`src/rtl/microcode_sequencer_stack.sv`:
```
// microcode_sequencer_stack: one FSM that owns the micro-PC, a microcode
// call/return stack, the memory-stall handshake, the instruction-fetch wait
// and the retired-instruction counter.
//
// Ports:
//   clock, reset          rising-edge clock, synchronous active-high reset
//   enable                start request (IDLE only)
//   halt_request          halt check (IDLE and on uc_finish only)
//   dispatch_address      microcode entry point from the opcode translator
//   mem_ready             0 stalls microcode execution
//   uc_*, branch_taken    current microword fields, uc_target call/branch target
//   upc                   microcode ROM address
//   rom_read_enable       high in RUN and STALL
//   pc_enable, pc_load_n  one-cycle PC increment / active-low PC load strobes
//   state                 FSM state encoding
//   stack_level           call-stack occupancy
//   halted                high in HALTED
//   stack_overflow/underflow  sticky error flags
//   instr_retired         count of finished instructions (wraps)
module microcode_sequencer_stack #(
  parameter int unsigned UPC_WIDTH     = 16,
  parameter int unsigned STACK_DEPTH   = 4,
  parameter int unsigned FETCH_LATENCY = 1,
  parameter int unsigned COUNT_WIDTH   = 16,
  localparam int unsigned LVL_W        = $clog2(STACK_DEPTH + 1)
) (
  input  logic                   clock,
  input  logic                   reset,
  input  logic                   enable,
  input  logic                   halt_request,
  input  logic [UPC_WIDTH-1:0]   dispatch_address,
  input  logic                   mem_ready,
  input  logic                   uc_finish,
  input  logic                   uc_jump,
  input  logic                   uc_call,
  input  logic                   uc_return,
  input  logic                   uc_branch,
  input  logic                   branch_taken,
  input  logic [UPC_WIDTH-1:0]   uc_target,
  output logic [UPC_WIDTH-1:0]   upc,
  output logic                   rom_read_enable,
  output logic                   pc_enable,
  output logic                   pc_load_n,
  output logic [2:0]             state,
  output logic [LVL_W-1:0]       stack_level,
  output logic                   halted,
  output logic                   stack_overflow,
  output logic                   stack_underflow,
  output logic [COUNT_WIDTH-1:0] instr_retired
);

  localparam int unsigned FW_W = 4;
  localparam logic [FW_W-1:0]  FETCH_LAT = FW_W'(FETCH_LATENCY);
  localparam logic [LVL_W-1:0] DEPTH_LVL = LVL_W'(STACK_DEPTH);

  typedef enum logic [2:0] {
    ST_IDLE       = 3'd0,
    ST_FETCH_WAIT = 3'd1,
    ST_DISPATCH   = 3'd2,
    ST_RUN        = 3'd3,
    ST_STALL      = 3'd4,
    ST_ADVANCE    = 3'd5,
    ST_HALTED     = 3'd6,
    ST_FAULT      = 3'd7
  } state_e;

  state_e                 state_q, state_d;
  logic [UPC_WIDTH-1:0]   upc_q, upc_d;
  logic [LVL_W-1:0]       level_q, level_d;
  logic [FW_W-1:0]        fw_cnt_q, fw_cnt_d;
  logic                   jump_q, jump_d;
  logic                   halt_q, halt_d;
  logic                   ovf_q, ovf_d;
  logic                   unf_q, unf_d;
  logic [COUNT_WIDTH-1:0] retired_q, retired_d;
  logic                   rom_re_q, pc_en_q, pc_load_n_q, halted_q;

  logic [UPC_WIDTH-1:0]   stack_q [STACK_DEPTH];
  logic [UPC_WIDTH-1:0]   stack_top;
  logic [UPC_WIDTH-1:0]   upc_inc;
  logic                   push_en;

  assign upc_inc = upc_q + UPC_WIDTH'(1);

  // Top-of-stack entry (index level-1); only consulted when level is non-zero.
  always_comb begin
    stack_top = '0;
    for (int unsigned i = 0; i < STACK_DEPTH; i++) begin
      if (LVL_W'(i + 1) == level_q) stack_top = stack_q[i];
    end
  end

  // Next-state and datapath decisions.
  always_comb begin
    state_d   = state_q;
    upc_d     = upc_q;
    level_d   = level_q;
    fw_cnt_d  = fw_cnt_q;
    jump_d    = jump_q;
    halt_d    = halt_q;
    ovf_d     = ovf_q;
    unf_d     = unf_q;
    retired_d = retired_q;
    push_en   = 1'b0;

    case (state_q)
      ST_IDLE: begin
        if (halt_request) begin
          state_d = ST_HALTED;
        end else if (enable) begin
          state_d  = ST_FETCH_WAIT;
          fw_cnt_d = FETCH_LAT;
        end
      end

      // Counter holds the remaining wait cycles including the current one.
      ST_FETCH_WAIT: begin
        if (fw_cnt_q <= FW_W'(1)) begin
          state_d = ST_DISPATCH;
        end else begin
          fw_cnt_d = fw_cnt_q - FW_W'(1);
        end
      end

      // New instruction: any stack entries left by the previous one are dropped.
      ST_DISPATCH: begin
        upc_d   = dispatch_address;
        level_d = '0;
        state_d = ST_RUN;
      end

      ST_RUN: begin
        if (!mem_ready) begin
          state_d = ST_STALL;
        end else if (uc_finish) begin
          retired_d = retired_q + COUNT_WIDTH'(1);
          jump_d    = uc_jump;
          halt_d    = halt_request;
          state_d   = ST_ADVANCE;
        end else if (uc_call) begin
          if (level_q == DEPTH_LVL) begin
            state_d = ST_FAULT;
            ovf_d   = 1'b1;
          end else begin
            push_en = 1'b1;
            upc_d   = uc_target;
            level_d = level_q + LVL_W'(1);
          end
        end else if (uc_return) begin
          if (level_q == '0) begin
            state_d = ST_FAULT;
            unf_d   = 1'b1;
          end else begin
            upc_d   = stack_top;
            level_d = level_q - LVL_W'(1);
          end
        end else if (uc_branch && branch_taken) begin
          upc_d = uc_target;
        end else begin
          upc_d = upc_inc;
        end
      end

      // Microword is ignored while stalled and re-evaluated once back in RUN.
      ST_STALL: begin
        if (mem_ready) state_d = ST_RUN;
      end

      ST_ADVANCE: begin
        if (halt_q) begin
          state_d = ST_HALTED;
        end else begin
          state_d  = ST_FETCH_WAIT;
          fw_cnt_d = FETCH_LAT;
        end
      end

      // HALTED and FAULT hold everything until reset.
      default: begin
        state_d = state_q;
      end
    endcase
  end

  // State and control registers; Moore outputs registered from the next state.
  always_ff @(posedge clock) begin
    if (reset) begin
      state_q     <= ST_IDLE;
      upc_q       <= '0;
      level_q     <= '0;
      fw_cnt_q    <= '0;
      jump_q      <= 1'b0;
      halt_q      <= 1'b0;
      ovf_q       <= 1'b0;
      unf_q       <= 1'b0;
      retired_q   <= '0;
      rom_re_q    <= 1'b0;
      pc_en_q     <= 1'b0;
      pc_load_n_q <= 1'b1;
      halted_q    <= 1'b0;
    end else begin
      state_q     <= state_d;
      upc_q       <= upc_d;
      level_q     <= level_d;
      fw_cnt_q    <= fw_cnt_d;
      jump_q      <= jump_d;
      halt_q      <= halt_d;
      ovf_q       <= ovf_d;
      unf_q       <= unf_d;
      retired_q   <= retired_d;
      rom_re_q    <= (state_d == ST_RUN) || (state_d == ST_STALL);
      pc_en_q     <= (state_d == ST_ADVANCE) && !jump_d;
      pc_load_n_q <= !((state_d == ST_ADVANCE) && jump_d);
      halted_q    <= (state_d == ST_HALTED);
    end
  end

  // Call-stack storage; a push writes the slot at the current level.
  always_ff @(posedge clock) begin
    if (push_en) begin
      for (int unsigned i = 0; i < STACK_DEPTH; i++) begin
        if (LVL_W'(i) == level_q) stack_q[i] <= upc_inc;
      end
    end
  end

  assign upc             = upc_q;
  assign rom_read_enable = rom_re_q;
  assign pc_enable       = pc_en_q;
  assign pc_load_n       = pc_load_n_q;
  assign state           = state_q;
  assign stack_level     = level_q;
  assign halted          = halted_q;
  assign stack_overflow  = ovf_q;
  assign stack_underflow = unf_q;
  assign instr_retired   = retired_q;

endmodule

```
`config.mk`:
```
export PLATFORM = sky130hd
export DESIGN_NAME = microcode_sequencer_stack
export DESIGN_NICKNAME = d
export VERILOG_FILES = /design/src/rtl/microcode_sequencer_stack.sv
export SDC_FILE = /design/constraint.sdc
export NUM_CORES = 1
export LEC_CHECK = 0
export CAP_MARGIN = 20
export CORE_ASPECT_RATIO = 0.7
export CORE_MARGIN = 1
export CORE_UTILIZATION = 45
export CTS_CLUSTER_SIZE = 20
export DETAILED_ROUTE_END_ITERATION = 10
export PLACE_DENSITY = 0.68
export SLEW_MARGIN = 5
export SYNTH_ARGS = -nofsm -noshare
export SYNTH_HDL_FRONTEND = slang
export SYNTH_SLANG_ARGS = --single-unit
```
`constraint.sdc`:
```
create_clock -name clock -period 6.1 [get_ports clock]
set_input_delay 0.915 -clock clock [delete_from_list [all_inputs] [get_ports clock]]
set_output_delay 0.915 -clock clock [all_outputs]
set_load 0.005 [all_outputs]
```
==> metrics.md, run 1 <==
| Metric | Value |
|---|---|
| Status | `finished, final reports clean` |
| Register-to-Register Path Depth | `7` |
| Maximum resistive drop on vdd | `0.260 mV` |
| CP required | `6.21 ns` |
| Area Growth Syn to Fin | `27.1%` |
| Power density cells | `364 nW/um^2` |
| Crit Path Max Fanout | `26` |
| DR WL/cell | `20.7 microns` |
| Worst path max stage delay | `0.69 ns` |
| Slew Viols, Final | `0` |
| Period utilization | `55.2%` |
| Reg2reg end | `upc[3]` |
| Rel. slew slack | `32.3%` |
| CTS tree | `built` |
| Most used cell, CP | `buf_4` |
| Seq/Total Area, Yosys | `50.2%` |
| Nets | `696` |
| Clk slew on worst S/H paths | `0.05 ns` |
| Leak Pwr | `0.00255 uW` |
| Post_cts resized | `0` |
| Post-place setup slack | `2.36 ns` |
| Sw Ratio | `31.5%` |
| Yosys warns | `0` |
| Data arrival time of the critical path | `3.48 ns` |
| Hpwl dp | `11,900 microns` |
| Endpoint of the worst hold-timing path | `jump_q` |
| Vias in the first global route | `4,823` |
| Diodes inserted | `0` |
| Post-synthesis cell count | `562` |
| PortBufs | `86` |
| Number of synthesized flops with an enable pin | `64` |
| Worst setup path class | `in2reg` |
| Root Driver | `clkbuf_16` |
| Reg2reg start | `stack_level[2]` |
| Synth area leaders | `edfxtp_1 33%, dfxtp_1 17%, nor2_1 4.4%` |
| Core box area | `12,500 sq um` |
| Unique masters post-synth | `82` |
| Max Cap Viol | `0` |
| Top cell type's share of synthesized area | `33.0%` |
| DR vias | `4,993` |
| Unrepaired setup endpoints after global routing | `false` |
| Mapped Nets | `615` |
| Proportion of synthesized area in mux cells | `0.687%` |
| Final WL | `16,900 microns` |
| Layout cells sized above 1 | `9.91%` |
| Compound-cell area share of the yosys netlist | `19.2%` |
| I/O pin cnt | `87` |
| F_max | `297 MHz` |
| GRT Util Overall | `25.6%` |
| CP Launch Type | `primary input` |
| Final worst setup slack | `2.73 ns` |
| Remaining DRCs | `0` |
| Pre-Repair DR Iteration Count | `5` |
| Final Hold Violating Endpoints | `0` |
| Worst hold path class | `reg2reg` |
| Global-route wire length before repair | `26,400 microns` |
| Clock share of power | `36.3%` |
| Row count | `34` |
| Final setup vio count | `0` |
| Grt ovf | `0` |
| Slowest CP cell | `nor3b_2` |
| Combinational group share of total power | `25.5%` |
| WHS | `0.504 ns` |
| Ys flop type | `edfxtp_1` |
| Crit-path cells | `clkdlybuf4s50_1, buf_4, clkinv_1, nor2_1, nand2_1, nor3b_2, buf_4` |
| Reg-to-reg slack, setup | `2.86 ns` |
| Sinks on Clock Net | `114` |
| Post-route minimum period | `3.37 ns` |
| Seq pwr share | `38.2%` |
| Number of DRC markers in iteration 0 | `504` |
| Largest family of logic cells by synthesized area | `simple AND/OR/NAND/NOR gates` |
| Hold Path Depth | `2` |
| Ys async rst share | `0%` |
| Simple-gate area share of the yosys netlist | `19.9%` |
| Mapped Avg Cell Area | `10.4 sq um` |
| Antenna violations before repair | `0` |
| Adder-cell share of the synthesized area | `2.15%` |
| Internal | `1850 uW` |
| Final ANT Viol Nets | `0` |
| Crit. End Element | `flop` |
| Die X-Extent | `138 microns` |
| Worst-skew pair later-pin latency | `0.42 ns` |
| CTS Hold Bufs | `0` |
| Starting Density | `46.6%` |
| Setup Fix Bufs, Post-CTS | `0` |
| Cell taking the most area after synthesis | `edfxtp_1` |
| H-tree levels | `4` |
| Setup TNS Final | `0 ns` |
| Die footprint | `13,400 sq um` |
| Synth Area in XOR/XNOR | `4.19%` |
| Worst Tran Pin Value | `1.02 ns` |
| Cell area after synthesis | `5830 sq um` |
| Hold path start | `jump_q` |
| Number of buffers created by CTS | `17` |
| #FFs+latches synth | `114` |
| Pin count of the biggest net entering global routing | `45` |
| # fillers | `1,050` |
| GPL Wtd Cong | `0.846` |
| CTS Buffer Depth | `2` |
| Avg Vias per Cell | `6.10` |
| Sw power | `848 uW` |
| Clk_skew | `0.00969 ns` |
| Die height | `97.2 microns` |
-- cell type report --
class	instances	area [sq um]	area share [%]
clock inverter	7	37.5	0.507
multi-input combinational	398	2700	36.4
inverter	19	71.3	0.963
clock buffer	25	559	7.55
sequential	114	2920	39.5
tap	162	203	2.74
timing repair buffer	93	917	12.4
-- stage by stage --
step / cell area, sq um / instances / util, % / power, uW
after floorplan: 5830 / 562 / - / 1430
after global placement: 6800 / 785 / 54.4 / 1700
after detailed placement: 6810 / 786 / 54.5 / 1710
after CTS: 7410 / 818 / 59.2 / 2690
after global routing: 7410 / 818 / 59.2 / 2790
final: 7410 / 818 / 59.2 / 2690
-- placed cells by master, fill, tap and decap left out, drive strengths merged, types with 4 or more instances in the layout --
cell,synthesis,routed
nand3b,10,10
buf,18,7
and3,6,6
o211ai,6,6
nor2b,7,7
a31oi,8,8
inv,18,20
nor4,9,9
ha,10,10
a221o,7,7
o221ai,6,6
nand3,14,14
a31o,4,4
edfxtp,64,64
nor3,14,14
clkbuf,13,25
dfxtp,50,50
clkdlybuf4s50,0,86
or3,8,8
a2111oi,5,5
nand2b,6,6
nand4,9,9
o2111ai,7,7
a22oi,6,6
o21ai,31,31
xor2,12,12
a211oi,5,5
a221oi,6,6
nor3b,8,8
nand2,25,25
clkinv,1,6
a21oi,25,25
mux2i,4,4
xnor2,15,15
a21o,4,4
nor2,68,68
and2,5,5
-- flip-flops by register name, summed over array words and instances, names as in the netlist --
name,count
fw_cnt_q,4
halt_q,1
halted,1
instr_retired,16
jump_q,1
pc_enable,1
pc_load_n,1
rom_read_enable,1
stack_level,3
stack_overflow,1
stack_q,64
stack_underflow,1
state,3
upc,16
-- cells in the mapped netlist (12+ instances only) --
cell / instances
nand3_1: 12
xnor2_1: 14
edfxtp_1: 64
nand2_1: 25
inv_1: 18
o21ai_0: 30
xor2_1: 12
dfxtp_1: 50
clkbuf_1: 13
nor3_1: 12
a21oi_1: 24
nor2_1: 68
buf_2: 13
-- kinds of logic (layout without fill, tap and decap cells) --
logic type	Yosys count	count (layout)
buf+inv	50	144
flops	114	114
simple gates	204	204
xor+xnor	27	27
mux	4	4
compound gates	153	153
fa+ha+maj	10	10
-- power by group through the flow --
stage	Sequential, uW	Clock, uW	Combinational (uW)
global route	1040	1020	739
floorplan	1010	0	417
detailed placement	1040	0	670
finish	1030	979	686
global placement	1040	0	658
CTS	1030	985	677
-- how the worst max path moves through the flow --
| stage | endpoint | depth (start not counted) | slack (ns) | from |
|---|---|---|---|---|
| global route | upc[3] | 7 | 2.61 | stack_level[2] |
| detailed placement | stack_q[1][15] | 7 | 2.36 | uc_call |
| global placement | stack_q[0][0] | 6 | 2.28 | uc_call |
| CTS | stack_q[1][15] | 7 | 2.79 | uc_call |
| floorplan | stack_q[1][0] | 5 | 2.89 | uc_call |
| finish | stack_q[1][15] | 7 | 2.73 | uc_call |
-- worst max-delay path: cells and delay by family --
| family | cells | cell delay [ns] |
|---|---|---|
| buffers and inverters | 4 | 1.48 |
| AND/OR/NAND/NOR | 3 | 1.08 |
-- per-layer routing --
metal | track usage [%] | part of all wire (%) | vias up
li1 | - | - | 2309
met1 | 35.8 | 46 | 2430
met2 | 38.0 | 45 | 225
met3 | 6.36 | 7.6 | 29
met4 | 9.97 | 1.9 | 0
met5 | 0 | 0 | -
No activity file was read; power rests on OpenSTA's default activity.
==> run 2, diff against run 1 <==
- PLACE_DENSITY: 0.68 -> 0.71
- clock period: 6.1 -> 2.7 ns (I/O delays scaled with it)
==> run 2 against run 1 <==
Against the previous run: clock-buffer cell count decreased by 6; final area increased by 2.2%; critical endpoint is now upc[5]; combinational power increased by 130%; wire length increased by 5.9%; critical path type is now reg2reg; global-route usage increased by 1.4 points; register-to-register slack got worse by 2.5 ns; critical path depth unchanged.
==> metrics.md, run 2 (synthesis gave the netlist of run 1 again) <==
| Metric | Value |
|---|---|
| Slowest CP cell | `o21a_2` |
| Crit. End Element | `flop` |
| Crit-path cells | `inv_1, ha_1, and3_1, nor3_2, o21a_2, nor2_1, a22o_1` |
| Worst hold path class | `reg2reg` |
| Non-filler cells, final | `840 (+2.7%)` |
| DR WL/cell | `21.3 microns (+3.2%)` |
| Core box area | `12,500 sq um (unchanged)` |
| I/O pin cnt | `87 (unchanged)` |
| Status | `finished, final reports clean` |
| CTS tree | `built` |
| Most flop-heavy register | `stack_q` |
| Largest register FFs | `64 (unchanged)` |
| Register Area | `2920 sq um (unchanged)` |
| Maximum resistive drop on vdd | `0.571 mV (+120%)` |
| Number of buffers created by CTS | `17 (unchanged)` |
| CP top delay family | `simple AND/OR/NAND/NOR gates` |
| Die X-Extent | `138 microns (unchanged)` |
| Sinks on Clock Net | `114 (unchanged)` |
| Global-route wire length before repair | `27,700 microns (+5.1%)` |
| Nets | `718 (+3.2%)` |
| Final worst setup slack | `0.356 ns (-2.37 ns)` |
| Final Hold Violating Endpoints | `0 (unchanged)` |
| Leak Pwr | `0.00264 uW (+3.5%)` |
| Crit Path Max Fanout | `13 (-50%)` |
| Max Cap Viol | `0 (unchanged)` |
| Worst setup path class | `reg2reg` |
| Power density cells | `799 nW/um^2 (+120%)` |
| Most frequent cells in the layout | `86 x clkdlybuf4s50_1, 68 x nor2_1, 64 x edfxtp_1` |
| Worst path max stage delay | `0.42 ns (-0.27 ns)` |
| GPL Wtd Cong | `0.949 (+12%)` |
| Post_cts resized | `0 (unchanged)` |
| Grt ovf | `0 (unchanged)` |
| # fillers | `1,035 (-1.4%)` |
| Clk slew on worst S/H paths | `0.05 ns (about the same)` |
| Period utilization | `86.8%` |
| DR vias | `5,198 (+4.1%)` |
| Area Growth Syn to Fin | `29.9%` |
| Pre-Repair DR Iteration Count | `5 (unchanged)` |
| Post-place setup slack | `0.354 ns (-2.01 ns)` |
| Placed Cells | `808 (+2.8%)` |
| Starting Density | `46.6% (unchanged)` |
| Data arrival time of the critical path | `2.65 ns (-0.83 ns)` |
| F_max | `427 MHz` |
| Clk_skew | `0.00685 ns (-0.00285 ns)` |
| Final ANT Viol Nets | `0 (unchanged)` |
| Slew Viols, Final | `0 (unchanged)` |
| Diodes inserted | `0 (unchanged)` |
| Hpwl dp | `12,500 microns (+4.9%)` |
| Final WL | `17,900 microns (+5.9%)` |
| Row count | `34 (unchanged)` |
| CTS Buffer Depth | `2 (unchanged)` |
| Die footprint | `13,400 sq um (unchanged)` |
| Avg Vias per Cell | `6.19 (+1.4%)` |
| Reg-to-reg slack, setup | `0.36 ns (-2.50 ns)` |
| Setup Fix Bufs, Post-CTS | `0 (unchanged)` |
| Antenna violations before repair | `0 (unchanged)` |
| Pin count of the biggest net entering global routing | `27 (-40%)` |
| Post-route minimum period | `2.34 ns` |
| Setup TNS Final | `0 ns (unchanged)` |
| H-tree levels | `4 (unchanged)` |
| Die height | `97.2 microns (unchanged)` |
| Final setup vio count | `0 (unchanged)` |
| PortBufs | `86 (unchanged)` |
| Post-DP Area | `7020 sq um (+3.1%)` |
| Worst Tran Pin Value | `0.623 ns (-0.392 ns)` |
| Layout cells sized above 1 | `12.5% (+2.6 points)` |
| CTS Hold Bufs | `0 (unchanged)` |
| Remaining DRCs | `0 (unchanged)` |
| Unrepaired setup endpoints after global routing | `false` |
| Final instance area | `7570 sq um (+2.2%)` |
| Final Util | `60.6% (+1.3 points)` |
| Area occupied by multi-input gates | `2700 sq um (unchanged)` |
| Rel. slew slack | `58.4% (+26 points)` |
| Worst-skew pair later-pin latency | `0.41 ns (about the same)` |
| GRT Util Overall | `27.0% (+1.4 points)` |
| Most common cell after layout, fill and taps aside | `clkdlybuf4s50_1` |
| CP bufs+invs | `1 (-3)` |
| CP required | `3.00 ns (-3.21 ns)` |
| CP Launch Type | `flop` |
| Root Driver | `clkbuf_16` |
| Number of DRC markers in iteration 0 | `533 (+5.8%)` |
| Vias in the first global route | `5,071 (+5.1%)` |
==> run 2: routing by layer <==
| metal | up-vias | share of wire, % | GRT usage, % |
|---|---|---|---|
| li1 | 2352 | - | - |
| met1 | 2491 | 43 | 37.6 |
| met2 | 310 | 44 | 40.2 |
| met3 | 45 | 11 | 7.20 |
| met4 | 0 | 2.1 | 10.1 |
| met5 | - | 0 | 0 |
==> run 2: path summary, 6_finish.rpt <==
check,cells after the start,startpoint,end
setup / recovery,7,stack_level[0],upc[5]
hold / removal,2,stack_underflow,stack_underflow
setup reg to reg,7,stack_level[0],upc[5]
hold reg to reg,2,stack_underflow,stack_underflow
==> run 2: final cells by class <==
type | instances | share of cell area (%)
Clock inverter | 13 | 1.57
Clock buffer | 19 | 5.72
Timing Repair Buffer | 115 | 14.9
Tap cell | 162 | 2.68
Multi-Input combinational cell | 398 | 35.6
Inverter | 19 | 0.942
Sequential cell | 114 | 38.6
==> run 2: worst min-delay path, cell delays in order (launching register included) <==
cell and delay (ns):
dfxtp_1 0.33, a41oi_1 0.05, nor2_1 0.08
==> run 2: through the flow <==
stage | hold slack [ns] | total power (uW)
after detailed placement | 0.485 | 3910
after global placement | 0.475 | 3860
after floorplan | 0.456 | 3230
after global routing | 0.520 | 6270
final | 0.496 | 6050
after CTS | 0.496 | 6020
==> run 2: report_power, final <==
part | switching [uW] | internal, uW | leakage, uW
Combinational | 889 | 704 | 0.00137
Clock | 782 | 1340 | 0.000273
Sequential | 259 | 2080 | 0.000994
